`src/rtl/fp_pkg.sv`:
```
`default_nettype none
// ============================================================================
// Module   : fp_pkg
// Brief    : Shared single-precision float definitions for the dsp datapath
//            (divider and multiplier): field widths, bias, divider state
//            encoding and field-extract helpers.
// Revision : 1.0  initial release
// ============================================================================
package fp_pkg;

    localparam int MANT_W   = 23;
    localparam int EXP_W    = 8;
    localparam int EXP_BIAS = 127;
    localparam int EXP_MAX  = 255;
    localparam int WORD_W   = 1 + EXP_W + MANT_W;

    typedef enum logic [2:0] {
        S_IDLE   = 3'd0,
        S_SETUP  = 3'd1,
        S_DIVIDE = 3'd2,
        S_NORM   = 3'd3,
        S_FIN    = 3'd4
    } fpdiv_state_t;

    function automatic logic fp_sign(input logic [WORD_W-1:0] f);
        return f[WORD_W-1];
    endfunction

    function automatic logic [EXP_W-1:0] fp_exp(input logic [WORD_W-1:0] f);
        return f[WORD_W-2 -: EXP_W];
    endfunction

    function automatic logic [MANT_W-1:0] fp_mant(input logic [WORD_W-1:0] f);
        return f[MANT_W-1:0];
    endfunction

endpackage
`default_nettype wire

```
`src/rtl/fpdiv_if.sv`:
```
`default_nettype none
// ============================================================================
// Module   : fpdiv_if
// Brief    : Start/done request bus of the float divider. The master issues
//            operands with a one-cycle start; the slave returns the quotient
//            with done held high while it is valid.
// Revision : 1.0  initial release
// ============================================================================
interface fpdiv_if #(
    parameter int WORD_W = fp_pkg::WORD_W
);
    logic              start;
    logic [WORD_W-1:0] dataa;
    logic [WORD_W-1:0] datab;
    logic [WORD_W-1:0] result;
    logic              done;

    modport master (output start, dataa, datab, input  result, done);
    modport slave  (input  start, dataa, datab, output result, done);
endinterface
`default_nettype wire

```
`src/rtl/fpdiv_mant_div.sv`:
```
`default_nettype none
// ============================================================================
// Module   : fpdiv_mant_div
// Brief    : Sequential unsigned restoring divider, one quotient bit per
//            clock. load captures operands; N_ITER steps follow, and last
//            marks the cycle whose edge produces the final quotient bit.
// Revision : 1.0  initial release
// ============================================================================
module fpdiv_mant_div #(
    parameter int DVD_W  = 25,
    parameter int DVS_W  = 24,
    parameter int N_ITER = 25
) (
    input  wire logic              clk,
    input  wire logic              reset,
    input  wire logic              load,
    input  wire logic [DVD_W-1:0]  dividend,
    input  wire logic [DVS_W-1:0]  divisor,
    output logic      [N_ITER-1:0] quotient,
    output logic      [DVD_W-1:0]  remainder,
    output logic                   busy,
    output logic                   last
);
    localparam int CNT_W = $clog2(N_ITER + 1);

    logic [DVD_W-1:0]  rem_q, rem_d;
    logic [DVS_W-1:0]  dvs_q, dvs_d;
    logic [N_ITER-1:0] quo_q, quo_d;
    logic [CNT_W-1:0]  count_q, count_d;
    logic              busy_q, busy_d;

    logic [DVD_W-1:0]  w_dvs_ext;
    logic [DVD_W-1:0]  w_diff;
    logic              w_ge;

    assign w_dvs_ext = {{(DVD_W-DVS_W){1'b0}}, dvs_q};
    assign w_ge      = (rem_q >= w_dvs_ext);
    assign w_diff    = rem_q - w_dvs_ext;

    assign quotient  = quo_q;
    assign remainder = rem_q;
    assign busy      = busy_q;
    assign last      = busy_q && (count_q == CNT_W'(N_ITER - 1));

    // One restoring step per cycle: conditional subtract, then shift left.
    always_comb begin
        rem_d   = rem_q;
        dvs_d   = dvs_q;
        quo_d   = quo_q;
        count_d = count_q;
        busy_d  = busy_q;
        if (load) begin
            rem_d   = dividend;
            dvs_d   = divisor;
            quo_d   = '0;
            count_d = '0;
            busy_d  = 1'b1;
        end else if (busy_q) begin
            quo_d   = {quo_q[N_ITER-2:0], w_ge};
            rem_d   = w_ge ? {w_diff[DVD_W-2:0], 1'b0} : {rem_q[DVD_W-2:0], 1'b0};
            count_d = count_q + CNT_W'(1);
            if (last) begin
                busy_d = 1'b0;
            end
        end
    end

    // Divider state registers; reset aborts any step in progress.
    always_ff @(posedge clk or negedge reset) begin
        if (!reset) begin
            rem_q   <= '0;
            dvs_q   <= '0;
            quo_q   <= '0;
            count_q <= '0;
            busy_q  <= 1'b0;
        end else begin
            rem_q   <= rem_d;
            dvs_q   <= dvs_d;
            quo_q   <= quo_d;
            count_q <= count_d;
            busy_q  <= busy_d;
        end
    end

endmodule
`default_nettype wire

```
`src/rtl/fpdiv.sv`:
```
`default_nettype none
// ============================================================================
// Module   : fpdiv
// Brief    : Sequential IEEE-754 single-precision divider, result = a / b.
//            Handles sign, exponent, specials and normalisation around the
//            mantissa restoring divider. Denormals flush to zero.
//            Build option FPDIV_ROUND_EN: round-to-nearest-even (one extra
//            quotient bit, latency 28); otherwise truncation, latency 27.
// Revision : 1.0  initial release
// ============================================================================
module fpdiv #(
    parameter int MANT_W   = fp_pkg::MANT_W,
    parameter int EXP_W    = fp_pkg::EXP_W,
    parameter int EXP_BIAS = fp_pkg::EXP_BIAS
) (
    input  wire logic clk,
    input  wire logic reset,
    fpdiv_if.slave    bus
);
    import fp_pkg::*;

    localparam int WORD_W = 1 + EXP_W + MANT_W;
    localparam int EW     = EXP_W + 2;
    localparam logic signed [EW-1:0] E_ZERO = '0;
    localparam logic signed [EW-1:0] E_INF  = EW'((1 << EXP_W) - 1);

`ifdef FPDIV_ROUND_EN
    localparam int N_ITER = MANT_W + 3;
    logic [MANT_W+1:0] w_rem;
    logic              w_guard;
    logic              w_sticky;
    logic [MANT_W:0]   w_mant_inc;
`else
    localparam int N_ITER = MANT_W + 2;
`endif

    fpdiv_state_t            state_q, state_d;
    logic                    sign_q, sign_d;
    logic [WORD_W-2:0]       opa_q, opa_d;
    logic [WORD_W-2:0]       opb_q, opb_d;
    logic signed [EW-1:0]    e_q, e_d;
    logic [WORD_W-1:0]       result_q, result_d;
    logic                    done_q, done_d;

    logic [N_ITER-1:0]       w_quo;
    logic                    w_div_busy;
    logic                    w_div_last;
    logic                    w_top;
    logic [MANT_W-1:0]       w_mant;
    logic signed [EW-1:0]    w_e;
    logic [WORD_W-1:0]       w_norm_result;

    fpdiv_mant_div #(
        .DVD_W  (MANT_W + 2),
        .DVS_W  (MANT_W + 1),
        .N_ITER (N_ITER)
    ) u_mant_div (
        .clk       (clk),
        .reset     (reset),
        .load      (state_q == S_SETUP),
        .dividend  ({2'b01, fp_mant({1'b0, opa_q})}),
        .divisor   ({1'b1, fp_mant({1'b0, opb_q})}),
        .quotient  (w_quo),
`ifdef FPDIV_ROUND_EN
        .remainder (w_rem),
`else
        .remainder (),
`endif
        .busy      (w_div_busy),
        .last      (w_div_last)
    );

    // Normalise the quotient (in [0.5,2)), optionally round, then range-check.
    always_comb begin
        w_top = w_quo[N_ITER-1];
        if (w_top) begin
            w_mant = w_quo[N_ITER-2 -: MANT_W];
            w_e    = e_q;
        end else begin
            w_mant = w_quo[N_ITER-3 -: MANT_W];
            w_e    = e_q - EW'(1);
        end
`ifdef FPDIV_ROUND_EN
        // With the integer bit set there is one extra bit below the guard;
        // it belongs in the sticky, together with any nonzero remainder.
        w_guard    = w_top ? w_quo[1] : w_quo[0];
        w_sticky   = (w_rem != '0) | (w_top & w_quo[0]);
        w_mant_inc = {1'b0, w_mant} + {{MANT_W{1'b0}}, (w_guard & (w_sticky | w_mant[0]))};
        if (w_mant_inc[MANT_W]) begin
            w_mant = '0;
            w_e    = w_e + EW'(1);
        end else begin
            w_mant = w_mant_inc[MANT_W-1:0];
        end
`endif
        if (w_e <= E_ZERO) begin
            w_norm_result = {sign_q, {(WORD_W-1){1'b0}}};
        end else if (w_e >= E_INF) begin
            w_norm_result = {sign_q, {EXP_W{1'b1}}, {MANT_W{1'b0}}};
        end else begin
            w_norm_result = {sign_q, w_e[EXP_W-1:0], w_mant};
        end
    end

    // Control FSM: accept, exponent setup, wait for divider, normalise, hold.
    always_comb begin
        state_d  = state_q;
        sign_d   = sign_q;
        opa_d    = opa_q;
        opb_d    = opb_q;
        e_d      = e_q;
        result_d = result_q;
        done_d   = done_q;
        case (state_q)
            S_IDLE, S_FIN: begin
                if (bus.start) begin
                    sign_d = fp_sign(bus.dataa) ^ fp_sign(bus.datab);
                    opa_d  = bus.dataa[WORD_W-2:0];
                    opb_d  = bus.datab[WORD_W-2:0];
                    done_d = 1'b0;
                    // A zero exponent field means zero or denormal (flushed).
                    if (fp_exp(bus.datab) == '0) begin
                        result_d = {sign_d, {EXP_W{1'b1}}, {MANT_W{1'b0}}};
                        done_d   = 1'b1;
                        state_d  = S_FIN;
                    end else if (fp_exp(bus.dataa) == '0) begin
                        result_d = {sign_d, {(WORD_W-1){1'b0}}};
                        done_d   = 1'b1;
                        state_d  = S_FIN;
                    end else begin
                        state_d = S_SETUP;
                    end
                end
            end
            S_SETUP: begin
                e_d     = EW'(fp_exp({1'b0, opa_q})) - EW'(fp_exp({1'b0, opb_q}))
                          + EW'(EXP_BIAS);
                state_d = S_DIVIDE;
            end
            S_DIVIDE: begin
                if (w_div_last || !w_div_busy) begin
                    state_d = S_NORM;
                end
            end
            S_NORM: begin
                result_d = w_norm_result;
                done_d   = 1'b1;
                state_d  = S_FIN;
            end
            default: state_d = S_IDLE;
        endcase
    end

    // Control and output registers; reset clears any partial operation.
    always_ff @(posedge clk or negedge reset) begin
        if (!reset) begin
            state_q  <= S_IDLE;
            sign_q   <= 1'b0;
            opa_q    <= '0;
            opb_q    <= '0;
            e_q      <= '0;
            result_q <= '0;
            done_q   <= 1'b0;
        end else begin
            state_q  <= state_d;
            sign_q   <= sign_d;
            opa_q    <= opa_d;
            opb_q    <= opb_d;
            e_q      <= e_d;
            result_q <= result_d;
            done_q   <= done_d;
        end
    end

    assign bus.result = result_q;
    assign bus.done   = done_q;

endmodule
`default_nettype wire

```
`src/flat_wrapper.sv`:
```
// flat-port wrapper written by rule: the top's interface ports become plain ports
module fpdiv_flat import fp_pkg::*;
#(
    parameter int MANT_W   = fp_pkg::MANT_W,
    parameter int EXP_W    = fp_pkg::EXP_W,
    parameter int EXP_BIAS = fp_pkg::EXP_BIAS
)
  (clk, reset, bus_start, bus_dataa, bus_datab, bus_result, bus_done);
  fpdiv_if bus_i ();
  input  wire logic clk;
  input  wire logic reset;
  input wire logic [$bits(bus_i.start)-1:0] bus_start;
  input wire logic [$bits(bus_i.dataa)-1:0] bus_dataa;
  input wire logic [$bits(bus_i.datab)-1:0] bus_datab;
  output wire logic [$bits(bus_i.result)-1:0] bus_result;
  output wire logic [$bits(bus_i.done)-1:0] bus_done;
  assign bus_i.start = bus_start;
  assign bus_i.dataa = bus_dataa;
  assign bus_i.datab = bus_datab;
  assign bus_result = bus_i.result;
  assign bus_done = bus_i.done;
  fpdiv #(.MANT_W(MANT_W), .EXP_W(EXP_W), .EXP_BIAS(EXP_BIAS)) u_core (.clk(clk), .reset(reset), .bus(bus_i));
endmodule
```
`config.mk`:
```
export PLATFORM = sky130hd
export DESIGN_NAME = fpdiv_flat
export DESIGN_NICKNAME = d
export VERILOG_FILES = /design/src/rtl/fp_pkg.sv /design/src/rtl/fpdiv_if.sv /design/src/rtl/fpdiv_mant_div.sv /design/src/rtl/fpdiv.sv /design/src/flat_wrapper.sv
export SDC_FILE = /design/constraint.sdc
export NUM_CORES = 1
export LEC_CHECK = 0
export CAP_MARGIN = 20
export CORE_MARGIN = 1
export CORE_UTILIZATION = 33
export CTS_CLUSTER_SIZE = 25
export DETAILED_ROUTE_END_ITERATION = 6
export PLACE_DENSITY_LB_ADDON = 0.15
export REMOVE_ABC_BUFFERS = 1
export SLEW_MARGIN = 20
export SYNTH_ARGS = -nofsm -noshare
export SYNTH_HDL_FRONTEND = slang
export SYNTH_SLANG_ARGS = --single-unit
```
`constraint.sdc`:
```
create_clock -name clk -period 3.1 [get_ports clk]
set_clock_uncertainty 0.15 [all_clocks]
set_input_delay 0.465 -clock clk [delete_from_list [all_inputs] [get_ports clk]]
set_output_delay 0.465 -clock clk [all_outputs]
set_load 0.02 [all_outputs]
```
==> impl_results.md <==
- Count of endpoints failing setup in the final report: 0
- CP peak stage delay: 400 ps
- Unique masters post-synth: 58
- Buffers plus inverters on the worst setup path: 1
- Die ar.: 30300 sq um
- Number of instances in the synthesized netlist: 1077
- Die extent in x: 174 um
- Final max-slew violation count: 0
- Root Buffer Master: sky130_fd_sc_hd__clkbuf_16
- Status: complete, no violations
- WP data arrival: 3090 ps
- Number of setup buffers added after CTS: 0
- Area inside the core boundary: 28900 sq um
- Average instance area after synthesis: 9.07 sq um
- Req. time, crit path: 3230 ps
- Sw Share: 43.3%
- Max-cap check violation count: 0
- Fin Hold WS: 322 ps
- Number of antenna diodes: 0
- Number of warnings printed during yosys synthesis: 0
- Total Routing Usage GR: 15.8%
- Clk slew on worst S/H paths: 80 ps
- Post-synthesis cell area: 9770 sq um
- Sum of net half-perimeters after detailed placement: 15700 um
- Worst hold path type: reg -> reg
- Slowest cell on the critical path: sky130_fd_sc_hd__dfrtp_1
- Total wire length: 22900 um
- Wire length of the first global-routing pass: 39000 um
- Clock latency of the later-clocked register in the worst-skew pair: 440 ps
- Switching power: 6.36 mW
- Post-DR vias/cell: 4.80
- Initial antenna violation count: 0
- Post-synth EDFFs: 0
- Flip-flop and latch count after synthesis: 189
- Fin nets: 1279
- Power Density: 1230 nW/um^2
- Initial core utilization: 33.8%
- Area of placed instances: 11300 sq um
- Critical path peak fanout: 6
- Area leader, netlist: sky130_fd_sc_hd__dfrtp_1
- Routability cong.: 0.850
- Maximum clock insertion buffer count: 2
- Count of port buffers added during placement: 99
- Internal power component: 8.34 mW
- Tightest slew margin relative to the limit: 47.4%
- Leakage power of the design: 5.56 nW
- Critical Setup Path Class: reg -> reg
- Least-Margin Pin Slew: 779 ps
- Clock H-tree levels: 4
- Overall via count from detail_route: 7544
- Share of the synthesized area in the top cell type: 48.4%
- Setup TNS: 0 ps
- Category of cells accounting for the largest share of critical-path delay: compound AO/OA/AOI/OAI gates
- Number of global-route vias before repair: 7646
- Die boundary height: 174 um
- Startpoint type of the worst setup path: register
- Peak supply drop: 0.000550 V
- Average wire per standard cell: 14.6 um
- Layout cell share with drive strength beyond 1: 6.74%
- Sequential power share: 29.8%
- Post-route antenna net violation count: 0
- Worst path cell trace: ha_1 -> a21o_1 -> a211o_1 -> o22ai_2 -> o211a_4 -> o21ai_2 -> o311ai_4 -> nand2_2 -> buf_4 -> mux2i_1 -> o21ai_0
- Clock buffers created by TritonCTS: 17
- Maximum number of pins on one net before global-route repair: 82
- Main area contributors after synthesis: sky130_fd_sc_hd__dfrtp_1 (48%), sky130_fd_sc_hd__nand2_1 (10%), sky130_fd_sc_hd__mux2i_1 (6.0%), sky130_fd_sc_hd__ha_1 (4.6%), sky130_fd_sc_hd__o21ai_0 (4.3%)
- Number of DRC violations after detailed routing: 0
- Portion of the post-synthesis area used by sequential elements: 48.4%
- Unrepaired setup endpoints after global routing: true
- Grt total ovfl: 0
- Finished Cell Area: 12000 sq um
- Detailed Routing Iterations Pass 1: 4
- Critical path endpoint category: register
- Period Utilization, post-route: 95.5%
- Clk network pwr share: 15.7%
- Sink Count: 189
- DRC marker count from the first detailed-route iteration: 421
- Maximum clock rate: 0.338 GHz
- Count of final hold-check violations: 0
- CTS tree: built
- Fraction of registers with async set or reset after synthesis: 100%
- Count of pins on the block boundary: 100
- Most used flip-flop cell after synthesis: sky130_fd_sc_hd__dfrtp_1
- Final Critical Period: 2960 ps
- Part of the power in combinational logic: 54.5%
- FP Rows: 62
- Synthesis-to-finish area growth: 22.5%
## kinds of logic (layout without fill, tap and decap cells)
| family | Yosys count | in the layout | share of synthesized area (%) |
|---|---|---|---|
| and+or+nand+nor | 419 | 419 | 18.5 |
| AOI/OAI and AO/OA | 230 | 230 | 14.1 |
| DFF | 189 | 189 | 48.4 |
| buffers and inverters | 99 | 209 | 4.09 |
| muxes | 59 | 59 | 6.05 |
| xor gates and xnor gates | 43 | 43 | 3.86 |
| adders and majority gates | 38 | 38 | 5.02 |
## flip-flops by register name, indices dropped and copies added (netlist names), 3 cells and up
name,count
u_core.opb_q,31
u_core.opa_q,31
u_core.u_mant_div.remainder,25
u_core.e_q,10
u_core.u_mant_div.dvs_q,24
u_core.u_mant_div.count_q,5
u_core.bus.result,32
u_core.u_mant_div.quotient,25
u_core.state_q,3
## metrics by stage
stage / util, % / total power [mW] / instances / setup WS, ps
2_1_floorplan: - / 10.0 / 1026 / -125
3_3_place_gp: 39.1 / 12.4 / 1538 / 167
3_5_place_dp: 39.1 / 12.5 / 1538 / 115
4_1_cts: 41.3 / 14.9 / 1571 / 96.1
5_1_grt: 41.3 / 16.0 / 1571 / -9.68
6_report: 41.3 / 14.7 / 1571 / 141
## timing repair
action,CTS,global route
hold buffers,1,0
hold endpoints to repair,76,0
setup endpoints to repair,0,24
gates resized for setup,0,4
## cell type report
| type | instances | area (sq um) |
|---|---|---|
| Clock buffer | 17 | 425 |
| Clock inverter | 15 | 206 |
| Fill cell | 2910 | 17000 |
| Inverter | 48 | 180 |
| Multi-Input combinational cell | 789 | 4660 |
| Sequential cell | 189 | 4730 |
| Tap cell | 384 | 480 |
| Timing Repair Buffer | 129 | 1280 |
## Yosys cell counts, types with 4 or more instances
master                     count
sky130_fd_sc_hd__nor3_1        9
sky130_fd_sc_hd__o22ai_1       6
sky130_fd_sc_hd__buf_2         4
sky130_fd_sc_hd__or3_1         6
sky130_fd_sc_hd__inv_1        48
sky130_fd_sc_hd__a31oi_1       7
sky130_fd_sc_hd__nand4_1       6
sky130_fd_sc_hd__a211oi_1      5
sky130_fd_sc_hd__o211ai_1      4
sky130_fd_sc_hd__mux2i_1      59
sky130_fd_sc_hd__clkbuf_1     36
sky130_fd_sc_hd__o21bai_1      7
sky130_fd_sc_hd__nand2b_1      7
sky130_fd_sc_hd__nand2_1     261
sky130_fd_sc_hd__and3_1        9
sky130_fd_sc_hd__a21oi_1      64
sky130_fd_sc_hd__xnor2_1      28
sky130_fd_sc_hd__and2_1        5
sky130_fd_sc_hd__o31ai_1       5
sky130_fd_sc_hd__o21ai_0      83
sky130_fd_sc_hd__o21ai_1      13
sky130_fd_sc_hd__a21o_1        9
sky130_fd_sc_hd__o21a_1        8
sky130_fd_sc_hd__nor2_1       71
sky130_fd_sc_hd__xor2_1       15
sky130_fd_sc_hd__ha_1         36
sky130_fd_sc_hd__nor2b_1       4
sky130_fd_sc_hd__nand3_1      15
sky130_fd_sc_hd__nor4_1        8
sky130_fd_sc_hd__dfrtp_1     189
sky130_fd_sc_hd__buf_1         7
## worst paths after layout
kind / from / endpoint / slack [ps] / cells after the start
max: u_core.u_mant_div.remainder[4] / u_core.u_mant_div.remainder[6] / 140 / 11
min: u_core.state_q[2] / u_core.state_q[1] / 320 / 1
max reg2reg: u_core.u_mant_div.remainder[4] / u_core.u_mant_div.remainder[6] / 140 / 11
min reg2reg: u_core.state_q[2] / u_core.state_q[1] / 320 / 1
max in group asynchronous: reset / u_core.u_mant_div.quotient[2] / 1490 / 3
min in group asynchronous: reset / u_core.e_q[8] / 480 / 2
## cells in the final DEF, fill, tap and decap left out, drive strengths merged, types with 7 or more instances in the layout
cell	count
dfrtp	189
buf	29
xnor2	28
o22ai	7
nor3	9
o21ai	97
a31oi	7
a21o	9
and3	9
o21bai	7
nand2b	7
nand2	263
a21oi	64
xor2	15
ha	36
nand3	15
inv	57
nor4	9
clkbuf	18
o21a	8
nor2	71
clkdlybuf4s50	98
mux2i	59
## worst register-to-register path: stages (launching register included)
cell and delay (ps):
sky130_fd_sc_hd__dfrtp_1 400, sky130_fd_sc_hd__ha_1 360, sky130_fd_sc_hd__a21o_1 220, sky130_fd_sc_hd__a211o_1 280, sky130_fd_sc_hd__o22ai_2 130, sky130_fd_sc_hd__o211a_4 200, sky130_fd_sc_hd__o21ai_2 100, sky130_fd_sc_hd__o311ai_4 310
sky130_fd_sc_hd__nand2_2 210, sky130_fd_sc_hd__buf_4 220, sky130_fd_sc_hd__mux2i_1 130, sky130_fd_sc_hd__o21ai_0 90
## power groups by stage
stage / clock network, mW / registers (mW) / logic (mW)
floorplan: 0 / 4.52 / 5.48
CTS: 2.38 / 4.39 / 8.09
global route: 2.48 / 4.54 / 9.02
global placement: 0 / 4.41 / 7.98
finish: 2.31 / 4.38 / 8.01
detailed placement: 0 / 4.44 / 8.03
## per-layer routing
layer  global-route usage (%)  wire length (um)  up-vias
li1                         -                 -     3858
met4                     2.45               121        0
met5                        0                 0        -
met2                     27.1             11000      100
met1                     21.1             11200     3579
met3                     3.04               576        7
(Power assumes the default switching activity.)
